$ cat config.mk
export PLATFORM = sky130hd
export DESIGN_NAME = rgb_pwm_fader
export DESIGN_NICKNAME = d
export VERILOG_FILES = /design/src/rtl/rgb_pwm_fader.sv
export SDC_FILE = /design/constraint.sdc
export NUM_CORES = 1
export LEC_CHECK = 0
export CAP_MARGIN = 30
export CORE_ASPECT_RATIO = 2
export CORE_MARGIN = 5
export CORE_UTILIZATION = 55
export CTS_CLUSTER_SIZE = 14
export DETAILED_ROUTE_END_ITERATION = 8
export PLACE_DENSITY = 0.76
export SLEW_MARGIN = 25
export SYNTH_ARGS = -nofsm -noshare
export SYNTH_HDL_FRONTEND = slang
export SYNTH_SLANG_ARGS = --single-unit
export TNS_END_PERCENT = 30
$ cat constraint.sdc
create_clock -name clk -period 3.7 [get_ports clk]
set_input_delay 0.37 -clock clk [delete_from_list [all_inputs] [get_ports clk]]
set_output_delay 0.37 -clock clk [all_outputs]
set_load 0.05 [all_outputs]
$ cat src/rtl/rgb_pwm_fader.sv
// Three-channel LED fader: each colour ramps its level toward full or off, and a shared
// PWM counter turns the levels into active-low pin waveforms with period-aligned duty updates.
module rgb_pwm_fader #(
    parameter int PWM_BITS = 8,
    parameter int RAMP_DIV = 12000,
    parameter int STEP     = 1
) (
    input  logic clk,
    input  logic rst,
    input  logic red,
    input  logic green,
    input  logic blue,
    output logic RGB_R,
    output logic RGB_G,
    output logic RGB_B,
    output logic settled
);
    localparam int RW = $clog2(RAMP_DIV);
    localparam logic [PWM_BITS-1:0] MAX       = '1;
    localparam logic [RW-1:0]       RAMP_LAST = RW'(RAMP_DIV - 1);
    localparam logic [PWM_BITS:0]   STEP_X    = (PWM_BITS + 1)'(STEP);

    typedef enum logic [1:0] {HOLD, RISE, FALL} ch_state_e;

    logic [2:0]                tgt_q, tgt_d;
    logic [RW-1:0]             ramp_cnt_q, ramp_cnt_d;
    logic                      tick;
    ch_state_e                 state_q [3];
    ch_state_e                 state_d [3];
    logic [2:0][PWM_BITS-1:0]  level_q, level_d;
    logic [2:0][PWM_BITS-1:0]  duty_q, duty_d;
    logic [2:0][PWM_BITS-1:0]  tgt_lvl;
    logic [2:0][PWM_BITS:0]    sum, diff;
    logic [PWM_BITS-1:0]       pwm_cnt_q, pwm_cnt_d;
    logic [2:0]                pin_q, pin_d;
    logic                      settled_q, settled_d;

    always_comb begin
        tgt_d      = {blue, green, red};
        tick       = (ramp_cnt_q == RAMP_LAST);
        ramp_cnt_d = tick ? '0 : ramp_cnt_q + 1'b1;
        pwm_cnt_d  = pwm_cnt_q + 1'b1;
        settled_d  = 1'b1;
        for (int i = 0; i < 3; i++) begin
            tgt_lvl[i] = tgt_q[i] ? MAX : '0;
            sum[i]     = {1'b0, level_q[i]} + STEP_X;
            // A negative difference wraps into the extra top bit, which flags underflow.
            diff[i]    = {1'b0, level_q[i]} - STEP_X;

            if (level_q[i] < tgt_lvl[i])      state_d[i] = RISE;
            else if (level_q[i] > tgt_lvl[i]) state_d[i] = FALL;
            else                              state_d[i] = HOLD;

            // The tick acts on the direction registered before this edge.
            level_d[i] = level_q[i];
            if (tick && state_q[i] == RISE)
                level_d[i] = (sum[i] > {1'b0, tgt_lvl[i]}) ? tgt_lvl[i] : sum[i][PWM_BITS-1:0];
            else if (tick && state_q[i] == FALL)
                level_d[i] = (diff[i][PWM_BITS] || diff[i][PWM_BITS-1:0] < tgt_lvl[i])
                             ? tgt_lvl[i] : diff[i][PWM_BITS-1:0];

            duty_d[i] = (pwm_cnt_q == MAX) ? level_q[i] : duty_q[i];
            pin_d[i]  = ~((duty_q[i] == MAX) || (pwm_cnt_q < duty_q[i]));
            if (state_q[i] != HOLD) settled_d = 1'b0;
        end
    end

    always_ff @(posedge clk) begin
        if (rst) begin
            tgt_q      <= '0;
            ramp_cnt_q <= '0;
            pwm_cnt_q  <= '0;
            level_q    <= '0;
            duty_q     <= '0;
            pin_q      <= '1;
            settled_q  <= 1'b1;
            for (int i = 0; i < 3; i++) state_q[i] <= HOLD;
        end else begin
            tgt_q      <= tgt_d;
            ramp_cnt_q <= ramp_cnt_d;
            pwm_cnt_q  <= pwm_cnt_d;
            level_q    <= level_d;
            duty_q     <= duty_d;
            pin_q      <= pin_d;
            settled_q  <= settled_d;
            for (int i = 0; i < 3; i++) state_q[i] <= state_d[i];
        end
    end

    assign RGB_R   = pin_q[0];
    assign RGB_G   = pin_q[1];
    assign RGB_B   = pin_q[2];
    assign settled = settled_q;
endmodule

Yosys cells after proc, flatten, opt, wreduce, memory -nomap -nowiden:

Memories as Yosys holds them, arrays and structs flattened.
Index checks and enable logic that the tools add are counted.

* mux-type cells: 30
* add/sub/neg operators: 8
* order comparisons: 15
* reductions and logical operators: 19
* equal/unequal tests: 11
* bitwise operators: 6

Operators with widths (number)
* 2-to-1 mux 8 bit: 15
* less-than comparator 8 bit: 9
* == test 8 bit, second input constant: 4
* adder 8 x 1 -> 9 bit, second input constant: 3
* greater-than comparator 9 x 8 -> 1 bit: 3
* subtractor 8 x 1 -> 9 bit, second input constant: 3
* greater-than comparator 8 bit: 3
* 2-to-1 mux 2 bit: 9
* adder 14 x 1 -> 14 bit, second input constant: 1
* == test 14 bit, second input constant: 1
* nonzero test 2 bit: 6
* adder 8 x 1 -> 8 bit, second input constant: 1
* == test 2 x 1 -> 1 bit, second input constant: 3
* == test 2 bit, second input constant: 3
* logical AND 1 bit: 6
* logical OR 1 bit: 6
* 2-to-1 mux 1 bit: 6
* NOT 1 bit: 3
* OR 1 bit: 3
* OR reduction 2 bit: 1

* flip-flop bits (word level): 77
* memories kept: 1
* logic and storage cells: 101
* memory bits (writable): 6

Memory list
* state_q: words 3, width 2, read ports 3, clocked after memory_dff 0, wr ports 3, RTL line 28 `ch_state_e state_q [3];`

Longest topological paths before layout:

* depth after elaboration: 6
* depth in mapped cells: 14
* gate-level depth less buffers: 13

Least setup slack after synthesis:

No wires, ideal clock.

* path type: flip-flop to flip-flop
* start: register level_q[2] in the netlist's numbering
* end: register level_q[0] in the netlist's numbering
* setup time: 0.058 ns
* path slack: 0.631 ns
* stages on the path, launching flop included: 13
* required time: 3.642 ns
* data arrival time: 3.011 ns
* path through: dfxtp_1 clkbuf_1 nand3_1 nor2_1 xor2_1 ha_1 o21ai_0 nor2_1 o41ai_1 nand2_1 a311o_1 a221oi_1 a21o_1

* cells in the longest elaborated chain, start to end: 6
* elaborated cells between the ends (all ways): 9
* classes of those cells: add/sub (2); order compare (2); mux (4); reduce/logical (1)

Ends and longest elaborated chain
* start, declared: RTL line 30 `logic [2:0][PWM_BITS-1:0] level_q, level_d;`
* start signal, assigned: RTL line 82 `level_q <= level_d;`
* subtractor 8 x 1 -> 9 bit: RTL line 48 `diff[i] = {1'b0, level_q[i]} - STEP_X;`
* less-than comparator 8 bit: RTL line 59 `level_d[i] = (diff[i][PWM_BITS] || diff[i][PWM_BITS-1:0] < tgt_lvl[i])`
* logical OR 1 bit: RTL line 59
* 2-to-1 mux 8 bit: RTL line 60 `? tgt_lvl[i] : diff[i][PWM_BITS-1:0];`
* 2-to-1 mux 8 bit: RTL line 58 `else if (tick && state_q[i] == FALL)`
* 2-to-1 mux 8 bit (*): RTL line 56 `if (tick && state_q[i] == RISE)`

Every way passes the cells marked *; elsewhere a longest branch is shown, timed or not. The select of a mux whose other input is x is not followed.
A chain may end at the register's enable or synchronous reset.

Worst setup path after layout:

* start: register level_q[16] in the netlist's numbering
* end: register level_q[17] in the netlist's numbering

Same word-level chain as after synthesis.

==> impl_results.md <==
- EDFF count, synth: 0
- First DRT Iteration DRCs: 302
- Final min period: 3.354 ns
- Layout Utilization: 60.31%
- RD Place Congestion: 0.9122
- H-Tree Depth: 3
- Die Y: 163.2 um
- Final-stage net count: 896
- Die footprint: 0.01413 mm2
- Layout area overhead: 8.686%
- Register area share after synthesis: 25.75%
- DRT antenna net count: 0
- Crit path kind: flip-flop to flip-flop
- Delay-heaviest family, CP: compound AO/OA/AOI/OAI gates
- Core area: 0.01163 mm2
- Post-synth ARST share: 0%
- Max IR drop VDD: 0.2443 mV
- Initial Util: 55.49%
- Worst skew pair latency: 0.34 ns
- Gate Count Post-Synth: 790
- Pins over their slew limit: 0
- Post-DP HPWL: 12150 um
- Via count: about 5700
- Worst Clk Skew: 0.006563 ns
- Cts hold-fix bufs: 0
- Post-synth cell types: 66
- Arrival @ worst endpoint: between 3 and 4 ns
- Worst hold path class: flip-flop to flip-flop
- Initial antenna violation count: 0
- Rows: 56
- Tightest Pin Transition: 0.7066 ns
- Max clock buf depth: 2
- Global-route wire length before repair: 26370 um
- Port Buffers: 8
- # diodes: 0
- 1st-pass router iterations: 4
- Total CTS buffers: 9
- Pwr Total: 2044 uW
- Dpl ws: approximately 0.35 ns
- Placed Instances: 926
- Syn avg cell area: 8.169 um2
- CP required: 3.94 ns
- Crit-path max cell delay: 0.38 ns
- Drt drc: 0
- Synth Net Count: 893
- Congestion Overflow GR: 0
- Vias in the first global route: between 5000 and 6000
- Total Wirelength: 15600 um
- Yosys warning count: 0
- Ports: 9
- Crit path capture type: flip-flop
- Run status: finished, final reports clean
- Hold violation total from the final report: 0
- PD cells: about 290 mW/mm2
- Worst Path Max Fanout: 8
- Synth Flop Type: dfxtp_1
- Synthesized cell area: roughly 0.0065 mm2
- Synth Register Bits: 83
- Non-Filler Instances: around 940
- Die W: 86.60 um
- Setup-failing EPs final: 0
- Via density: 6.032
- Fin Setup TNS: 0 ns
- RSZ-0062 raised after global routing: false
- CP bufs+invs: 2
- Period utilization: 90.64%
- Slew headroom: 52.84%
- Crit-path cells: inv_1 > ha_1 > nor2b_1 > nand2b_1 > nor3_1 > xor2_1 > ha_1 > a41oi_1 > o21ai_0 > o22ai_1 > buf_4 > nor2_1 > a211o_1 > a311oi_1
- Layout cells sized above 1: roughly 7%
- CTS root buffer: clkbuf_16
- Routed length per instance: 16.55 um
- Critical-path top delay cell: dfxtp_1
- Sink Count: 83
- All-Layer GR Usage: 23.07%
- CP startpoint kind: flip-flop
- Crit path top cell by count: ha_1
- Largest net degree at the start of global routing: 57
- TritonCTS clock tree: built
- Worst setup margin: 0.3464 ns
- Max-cap violations: 0
- Clock transition at path regs: ~0.06 ns
- Lkg Pwr: 0.002951 uW
- Peak Freq: around 300 MHz
- Setup Fix Bufs, Post-CTS: 0
## flip-flops by register name, indices dropped and copies added, names as in the netlist
register    cells
ramp_cnt_q     14
tgt_q           3
level_q        24
duty_q         24
settled         1
pin_q           3
pwm_cnt_q       8
state_q         6
## logic make-up after synthesis
kind of cell / synth area share [%]
flops: 25.75
buf+inv: 4.924
simple gates: 22.61
fa+ha+maj: 19.00
compound gates: 19.04
xor+xnor: 7.057
mux: 1.629
## cell usage in the layout, fill, tap and decap left out, types with 5 or more instances in the layout
master,Yosys,routed
a211oi_1,16,16
a21o_1,29,29
a21oi_1,57,57
a32o_1,6,6
and3_1,6,6
buf_4,1,18
clkbuf_16,0,9
clkdlybuf4s50_1,0,7
dfxtp_1,83,82
ha_1,98,98
inv_1,41,41
mux2i_1,6,6
nand2_1,88,88
nand2b_1,14,14
nand3_1,30,30
nand4_1,19,19
nor2_1,65,65
nor2b_1,15,15
nor3_1,10,10
nor4_1,5,5
o211ai_1,5,5
o21ai_0,19,19
o21ai_1,7,7
o21bai_1,11,11
or3_1,5,5
xnor2_1,21,21
xor2_1,31,31
## worst paths after layout
path / from / endpoint / slack (ns) / cells after the start
setup / recovery: level_q[16] / level_q[17] / 0.35 / 14
hold / removal: ramp_cnt_q[0] / ramp_cnt_q[0] / 0.46 / 1
setup reg to reg: level_q[16] / level_q[17] / 0.35 / 14
hold reg to reg: ramp_cnt_q[0] / ramp_cnt_q[0] / 0.46 / 1
## what timing repair did
item | in CTS | in global routing
gates resized for setup | 0 | 1
endpoints found under the setup margin | 0 | 1
endpoints found under the hold margin | 0 | 0
## layout make-up
class,instances,area [um2]
Multi-Input combinational cell,631,4474
Inverter,41,153.9
Tap cell,145,181.4
Fill cell,1047,4617
Timing Repair Buffer,27,237.7
Clock inverter,6,65.06
Sequential cell,83,1663
Clock buffer,10,239.0
## through the flow
| stage | cell area [um2] | hold WS, ns |
|---|---|---|
| CTS | 6985 | 0.4664 |
| detailed placement | 6681 | 0.4581 |
| global placement | 6681 | 0.4414 |
| global route | 7014 | 0.4785 |
| finish | 7014 | 0.4606 |
| floorplan | 6454 | 0.4300 |
## metal layers
layer	wire (um)	share of wire [%]	global-route usage [%]
met1	5503	35	20.74
met2	8767	56	45.36
met3	456	2.9	3.483
met4	878	5.6	14.89
met5	0	0	0
## cells in the mapped netlist, types with 11 or more instances
cell / instances / area share, %
clkbuf_1: 25 / 1.5
a21o_1: 29 / 3.4
o21bai_1: 11 / 1.3
nand3_1: 30 / 2.3
nand2_1: 88 / 5.1
o21ai_0: 19 / 1.5
nor2_1: 65 / 3.8
xor2_1: 31 / 4.2
nand4_1: 19 / 1.8
inv_1: 41 / 2.4
nand2b_1: 14 / 1.4
a211oi_1: 16 / 1.9
ha_1: 98 / 19
a21oi_1: 57 / 4.4
xnor2_1: 21 / 2.8
dfxtp_1: 83 / 26
nor2b_1: 15 / 1.5
## power by group
part / internal (uW) / switching, uW
Combinational: 91.3 / 118
Sequential: 909 / 18.4
Clock: 540 / 368
No activity file was read; power rests on OpenSTA's default activity.
